==> config.mk <==
export PLATFORM = sky130hd
export DESIGN_NAME = tiger_round_unit
export DESIGN_NICKNAME = d
export VERILOG_FILES = /design/src/rtl/tiger_round_unit.sv
export SDC_FILE = /design/constraint.sdc
export NUM_CORES = 2
export LEC_CHECK = 0
export ABC_AREA = 1
export ABC_CLOCK_PERIOD_IN_PS = 5800
export CAP_MARGIN = 10
export CORE_ASPECT_RATIO = 1.4
export CORE_MARGIN = 2
export CORE_UTILIZATION = 45
export CTS_CLUSTER_SIZE = 12
export DETAILED_ROUTE_END_ITERATION = 12
export DONT_BUFFER_PORTS = 1
export HOLD_SLACK_MARGIN = 0.06
export PLACE_DENSITY = 0.57
export SYNTH_ARGS = -nofsm -noshare
export SYNTH_HDL_FRONTEND = slang
export SYNTH_SLANG_ARGS = --single-unit
==> constraint.sdc <==
create_clock -name i_clk -period 5.8 [get_ports i_clk]
set_input_delay 0.58 -clock i_clk [delete_from_list [all_inputs] [get_ports i_clk]]
set_output_delay 0.58 -clock i_clk [all_outputs]
set_load 0.01 [all_outputs]
==> src/rtl/tiger_round_unit.sv <==
// tiger_round_unit: one Tiger round step driving four registered S-box ROMs.
// Optional TIGER_ROUND_ERR_EN adds a sticky o_err for starts seen while busy.
module tiger_round_unit #(
  parameter int DLY = 1
) (
  input  logic        i_clk,
  input  logic        i_rst_n,
  input  logic        i_start,
  input  logic [63:0] i_a,
  input  logic [63:0] i_b,
  input  logic [63:0] i_c,
  input  logic [63:0] i_x,
  input  logic [1:0]  i_mul,
  output logic        o_busy,
  output logic        o_done,
  output logic [63:0] o_a,
  output logic [63:0] o_b,
  output logic [63:0] o_c,
  output logic [7:0]  o_t1_addr,
  output logic [7:0]  o_t2_addr,
  output logic [7:0]  o_t3_addr,
  output logic [7:0]  o_t4_addr,
  input  logic [63:0] i_t1_data,
  input  logic [63:0] i_t2_data,
  input  logic [63:0] i_t3_data,
  input  logic [63:0] i_t4_data
`ifdef TIGER_ROUND_ERR_EN
  ,
  output logic        o_err
`endif
);

  typedef enum logic [2:0] {
    S_IDLE,
    S_LKA,
    S_LKB,
    S_ACB,
    S_MUL,
    S_DONE
  } state_t;

  state_t      state_q;
  state_t      state_d;
  logic [63:0] a_q;
  logic [63:0] b_q;
  logic [63:0] c_q;
  logic [1:0]  mul_q;
  logic [63:0] sbox_x;
  logic [63:0] b_mul;

  // DLY only matters to simulation wrappers; this RTL is zero-delay.
  logic unused_dly;
  assign unused_dly = ^DLY;

  assign sbox_x = i_t1_data ^ i_t2_data ^ i_t3_data ^ i_t4_data;

  assign o_busy = (state_q != S_IDLE);
  assign o_done = (state_q == S_DONE);

  always_comb begin
    unique case (mul_q)
      2'd1:    b_mul = (b_q << 3) - b_q;
      2'd2:    b_mul = (b_q << 3) + b_q;
      default: b_mul = (b_q << 2) + b_q;
    endcase
  end

  always_ff @(posedge i_clk or negedge i_rst_n) begin
    if (!i_rst_n) begin
      state_q <= S_IDLE;
    end else begin
      state_q <= state_d;
    end
  end

  always_comb begin
    state_d   = state_q;
    o_t1_addr = 8'd0;
    o_t2_addr = 8'd0;
    o_t3_addr = 8'd0;
    o_t4_addr = 8'd0;
    unique case (state_q)
      S_IDLE: begin
        if (i_start) state_d = S_LKA;
      end
      S_LKA: begin
        o_t1_addr = c_q[7:0];
        o_t2_addr = c_q[23:16];
        o_t3_addr = c_q[39:32];
        o_t4_addr = c_q[55:48];
        state_d   = S_LKB;
      end
      S_LKB: begin
        o_t1_addr = c_q[63:56];
        o_t2_addr = c_q[47:40];
        o_t3_addr = c_q[31:24];
        o_t4_addr = c_q[15:8];
        state_d   = S_ACB;
      end
      S_ACB:   state_d = S_MUL;
      S_MUL:   state_d = S_DONE;
      S_DONE:  state_d = S_IDLE;
      default: state_d = S_IDLE;
    endcase
  end

  always_ff @(posedge i_clk or negedge i_rst_n) begin
    if (!i_rst_n) begin
      a_q   <= '0;
      b_q   <= '0;
      c_q   <= '0;
      mul_q <= '0;
      o_a   <= '0;
      o_b   <= '0;
      o_c   <= '0;
    end else begin
      if (state_q == S_IDLE && i_start) begin
        a_q   <= i_a;
        b_q   <= i_b;
        c_q   <= i_c ^ i_x;
        mul_q <= i_mul;
      end
      if (state_q == S_LKB) a_q <= a_q - sbox_x;
      if (state_q == S_ACB) b_q <= b_q + sbox_x;
      // Results publish on the edge that enters DONE.
      if (state_q == S_MUL) begin
        b_q <= b_mul;
        o_a <= a_q;
        o_b <= b_mul;
        o_c <= c_q;
      end
    end
  end

`ifdef TIGER_ROUND_ERR_EN
  always_ff @(posedge i_clk or negedge i_rst_n) begin
    if (!i_rst_n) begin
      o_err <= 1'b0;
    end else if (i_start) begin
      o_err <= (state_q != S_IDLE);
    end
  end
`endif

endmodule

# ---- After elaboration in Yosys (flattened, before gate mapping)
# Cells that the tools add are included.
dict set report classes {
  eq_ne 8
  mux 12
  n_reduce_logical 5
  n_addsub 5
  bitwise 4
}
# operator count
set ops {}
lappend ops {{64-bit 2-to-1 mux} 5}
lappend ops {{64-bit XOR} 4}
lappend ops {{64-bit adder} 3}
lappend ops {{64-bit case mux with 2 select lines} 1}
lappend ops {{64-bit subtractor} 2}
lappend ops {{8-bit case mux with 2 select lines} 4}
lappend ops {{3-bit case mux with 5 select lines} 1}
lappend ops {{3-bit by 2-bit == test with 1-bit output (second input constant)} 2}
lappend ops {{3-bit == test (second input constant)} 2}
lappend ops {{3-bit nonzero test} 2}
lappend ops {{3-bit by 1-bit == test with 1-bit output (second input constant)} 1}
lappend ops {{3-bit logical NOT} 1}
lappend ops {{3-bit 2-to-1 mux} 1}
lappend ops {{2-bit by 1-bit == test with 1-bit output (second input constant)} 1}
lappend ops {{2-bit == test (second input constant)} 1}
lappend ops {{2-bit != test (second input constant)} 1}
lappend ops {{2-bit nonzero test} 1}
lappend ops {{1-bit logical AND} 1}
dict set report totals {
  out_inout_bits 226
  ff_bits 389
}

# ---- Logic depth before layout (Yosys ltp)
dict set report logic_depth {
  depth_word 6
  depth_mapped 22
  depth_no_buf 21
}

# ---- Worst setup path after synthesis
# Ideal clock, no wire load.
dict set report synth_timing {
  kind {input -> register}
  start {input port i_t3_data[0]}
  end {register b_q[34]}
  setup_slack_ns 2.989
  path_buffers 0
  setup_time_ns 0.125
  t_required_ns 5.675
  arrival_ns 2.685
  path_stages 18
  path_cell_list {xor2_1 -> xnor2_1 -> ha_1 -> inv_1 -> fa_1 -> nand3b_1 -> nand2_1 -> nand2_1 -> nand2_1 -> nand2_1 -> nand2_1 -> nand2_1 -> nand2_1 -> nand3_1 -> nand3_1 -> nand3_1 -> a31oi_1 -> a21oi_1}
}
dict set report synth_between {
  elab_chain_cells 5
}
# element line_no
set synth_lines {}
lappend synth_lines {{start: declaration} 25} ;# input logic [63:0] i_t3_data,
lappend synth_lines {{64-bit XOR (2 in series)} 55} ;# assign sbox_x = i_t1_data ^ i_t2_data ^ i_t3_data ^ i_t4_data;
lappend synth_lines {{64-bit adder} 124} ;# if (state_q == S_ACB) b_q <= b_q + sbox_x;
lappend synth_lines {{64-bit 2-to-1 mux} 124}
lappend synth_lines {{64-bit 2-to-1 mux} 126} ;# if (state_q == S_MUL) begin
lappend synth_lines {{end signal: assignment} 119} ;# b_q <= i_b;
lappend synth_lines {{end signal: assignment} 124}
lappend synth_lines {{end signal: assignment} 127} ;# b_q <= b_mul;
lappend synth_lines {{end: declaration} 45} ;# logic [63:0] b_q;
# Every way passes these cells.
# A chain may end at the register's enable or synchronous reset.

# ---- Worst setup path in the final report
dict set report layout_timing {
  start {register b_q[41]}
  end {register b_q[43]}
}
dict set report layout_between {
  elab_chain_cells 3
}
# element line_no
set layout_lines {}
lappend layout_lines {{64-bit adder, or another cell as far along} 64} ;# default: b_mul = (b_q << 2) + b_q;
lappend layout_lines {{64-bit case mux with 2 select lines or 64-bit 2-to-1 mux (tied branches)} {61, 124}}
lappend layout_lines {{64-bit 2-to-1 mux (*)} 126}
# Mark *: on every way between the ends. The rest lies on a longest branch, timed or not.

==> flow_summary.toml <==
[clocking]
htree_levels = 2
cts_made_buffers = 44
cts_tree = "built"
insertion_delay_ps = 670
cts.clk_slew.worst_paths_ps = 70
clockBufferDepth = 3
cts_setup_buffers = 0
cts_root_buffer = "clkbuf_16"
cts_sinks = 389

[floorplanning]
start_util_pct = 45.47
die_h_um = 374.4
fp.coreArea_mm2 = 0.09696
io_pins = 743
die-area_mm2 = 0.1005
fp.dieW_um = 268.5
rows = 135

[finish]
areaGrowthSynthToFinish_pct = 5.576
layout-drive-gt1-share_pct = 2.385
fin_nets = 8074

[synthesis]
synth_edf_count = 0
synthDominantCellAreaShare_pct = 22.08
async_flop_share_pct = 100.0
ys_seq_area_share_pct = 22.08
synth.largest_area_cell = "dfrtp_1"
synth_area_per_cell_um2 = 6.005
synth-warning-count = 0
synth.most_common_cell = "nand2_1"
synth_commonest_cells = "nand2_1, inv_1, nor2_1"
syn_inst = 7342
syn_area_mm2 = 0.04409
syn-num-nets = 8181
synthFlopType = "dfrtp_1"
ys_types = 57
yosys-top-cells-area = "dfrtp_1, nand2_1, inv_1"
ys_ff_latch = 389

[sta]
hold_viol = 389
tightest_slew_ps = 1262
skew_ps = 81.00
max_freq_mhz = 233.3
whs_ps = -383.1
min_period_over_period_pct = 73.90
report.final.slew_viol_count = 0
rsz0062_at_grt = "no"
tns_ps = 0
slew_headroom_pct = 15.89
fin_crit_ps = 4286
setup_viol = 0

[drt]
drtPass1Iterations = 6
totalWireLength_mm = 229.4
drtAntennaViolNets = 0
routedWlPerCell_um = 26.77
vias_per_cell = 5.866
drc = 0
drtIter0Drc = 5005
routed-via-count = 50287

[place]
dp_hpwl_mm = 190.7
place.gp.congestion = 1.066
io_buffers = 0

[worst_setup_path]
path_max_fanout = 8
rrSetupSlack_ps = 1510
cp_slowest_stage_delay_ps = 750
end_kind = "flip-flop"
critPathRequiredTime_ps = 6340
path_class = "flip-flop to flip-flop"
path_common_cell = "nand2_1"
r2r_start = "b_q[41]"
cp_slowest_cell = "dfrtp_1"
path_cells = "inv_1 > ha_1 > nand2_1 > nor2_1 > inv_1 > nor2_1 > nand2_1 > inv_1 > nand2_1 > nand2_1 > nand2_1 > nand3_1 > nand3_1 > nand2_1 > nand2_1 > nand2_1 > nand2_1"
worstPathArrival_ps = 4820
start_kind = "flip-flop"
r2r-end = "b_q[43]"
r2r_cells = 17

[global_route]
antenna_found_initial = 36
globalRouteOverflowTotal = 0
grt_max_degree = 390
grt_first_pass_wirelength_mm = 323.7
grt_pass1_vias = 48996
grt_use_total_pct = 44.59

[run_status]
run_status = "finished with violations"
failed_checks = "hold timing"

[job]
max_cap_viol_count = 0

[min_path]
hold_path_class = "primary input to async pin"
critical path, delay by kind of cell (launching register included):
family                     cells  cell delay (ps)
buffers and inverters          3              380
DFF                            1              750
adders and majority gates      1              490
and+or+nand+nor               13             2560
stage by stage:
stage	setup slack, ps	hold WS, ps	std cells	util, %	area (um2)
after floorplan	2989	284.4	7342	-	44090
after detailed placement	1832	290.2	8488	46.60	45180
final	1514	-383.1	8572	48.01	46550
after global routing	1413	-380.4	8567	48.00	46530
after CTS	1989	-388.4	8554	47.95	46490
after global placement	1856	291.9	8488	46.60	45180
how the worst max path moves through the flow:
stage | from | end | slack, ps | cells after the start
after floorplan | i_t3_data[0] | b_q[34] | 2990 | 18
after global placement | i_t3_data[0] | a_q[46] | 1860 | 19
after detailed placement | i_t3_data[0] | a_q[46] | 1830 | 19
after CTS | b_q[39] | b_q[43] | 1990 | 17
after global routing | b_q[42] | b_q[43] | 1410 | 17
final | b_q[41] | b_q[43] | 1510 | 17
layout by cell type, fill, tap and decap left out, types with 17 or more instances in the layout:
master | Yosys | layout
nand2_1 | 2072 | 2072
inv_1 | 1173 | 1171
nor2_1 | 770 | 768
nor3_1 | 50 | 50
o21ai_0 | 538 | 538
o22ai_1 | 40 | 40
a21oi_1 | 556 | 556
diode_2 | 0 | 17
xor2_1 | 239 | 239
buf_4 | 5 | 29
o21a_1 | 25 | 25
a21o_1 | 21 | 21
xnor2_1 | 101 | 101
o21bai_1 | 79 | 79
nand3_1 | 472 | 472
nand4_1 | 56 | 56
a31oi_1 | 36 | 36
clkbuf_16 | 0 | 44
o211ai_1 | 51 | 51
dfrtp_1 | 389 | 389
ha_1 | 318 | 317
nand2_2 | 17 | 17
metal layers:
metal / vias up / wire, um / share of wire (%) / track usage, %
met5: - / 230 / 0.10 / 0
met4: 34 / 25030 / 11 / 40.49
met1: 23475 / 78760 / 34 / 47.33
met2: 2597 / 105600 / 46 / 72.71
met3: 897 / 19870 / 8.7 / 10.70
li1: 23284 / - / - / -
kinds of logic (layout without fill, tap and decap cells):
logic type      after synthesis  in the layout  synth area share, %
other cells                   0             17                    0
flops                       389            389                22.08
compound gates             1408           1408                17.60
xor+xnor                    340            340                6.754
buf+inv                    1369           1281                11.90
fa+ha+maj                   322            322                9.206
simple gates               3514           3514                32.46
registers in the layout, indices dropped and copies added (netlist names):
name / count
c_q: 64
o_a: 64
o_c: 64
mul_q: 2
state_q: 3
o_b: 64
b_q: 64
a_q: 64
what timing repair did:
action,CTS,global route
resized for setup,0,0
hold endpoints to repair,390,390
hold buffers,1,1
layout make-up:
class / count / area [um2]
Clock buffer: 50 / 1134
Fill cell: 10854 / 50410
Inverter: 1184 / 4453
Tap cell: 1301 / 1628
Multi-Input combinational cell: 5584 / 29130
Antenna cell: 17 / 42.54
Clock inverter: 15 / 166.4
Sequential cell: 389 / 9734
Timing Repair Buffer: 32 / 257.7
Power is not shown: default switching activity piles up to over one toggle a cycle in this logic, so the estimate is an artifact.
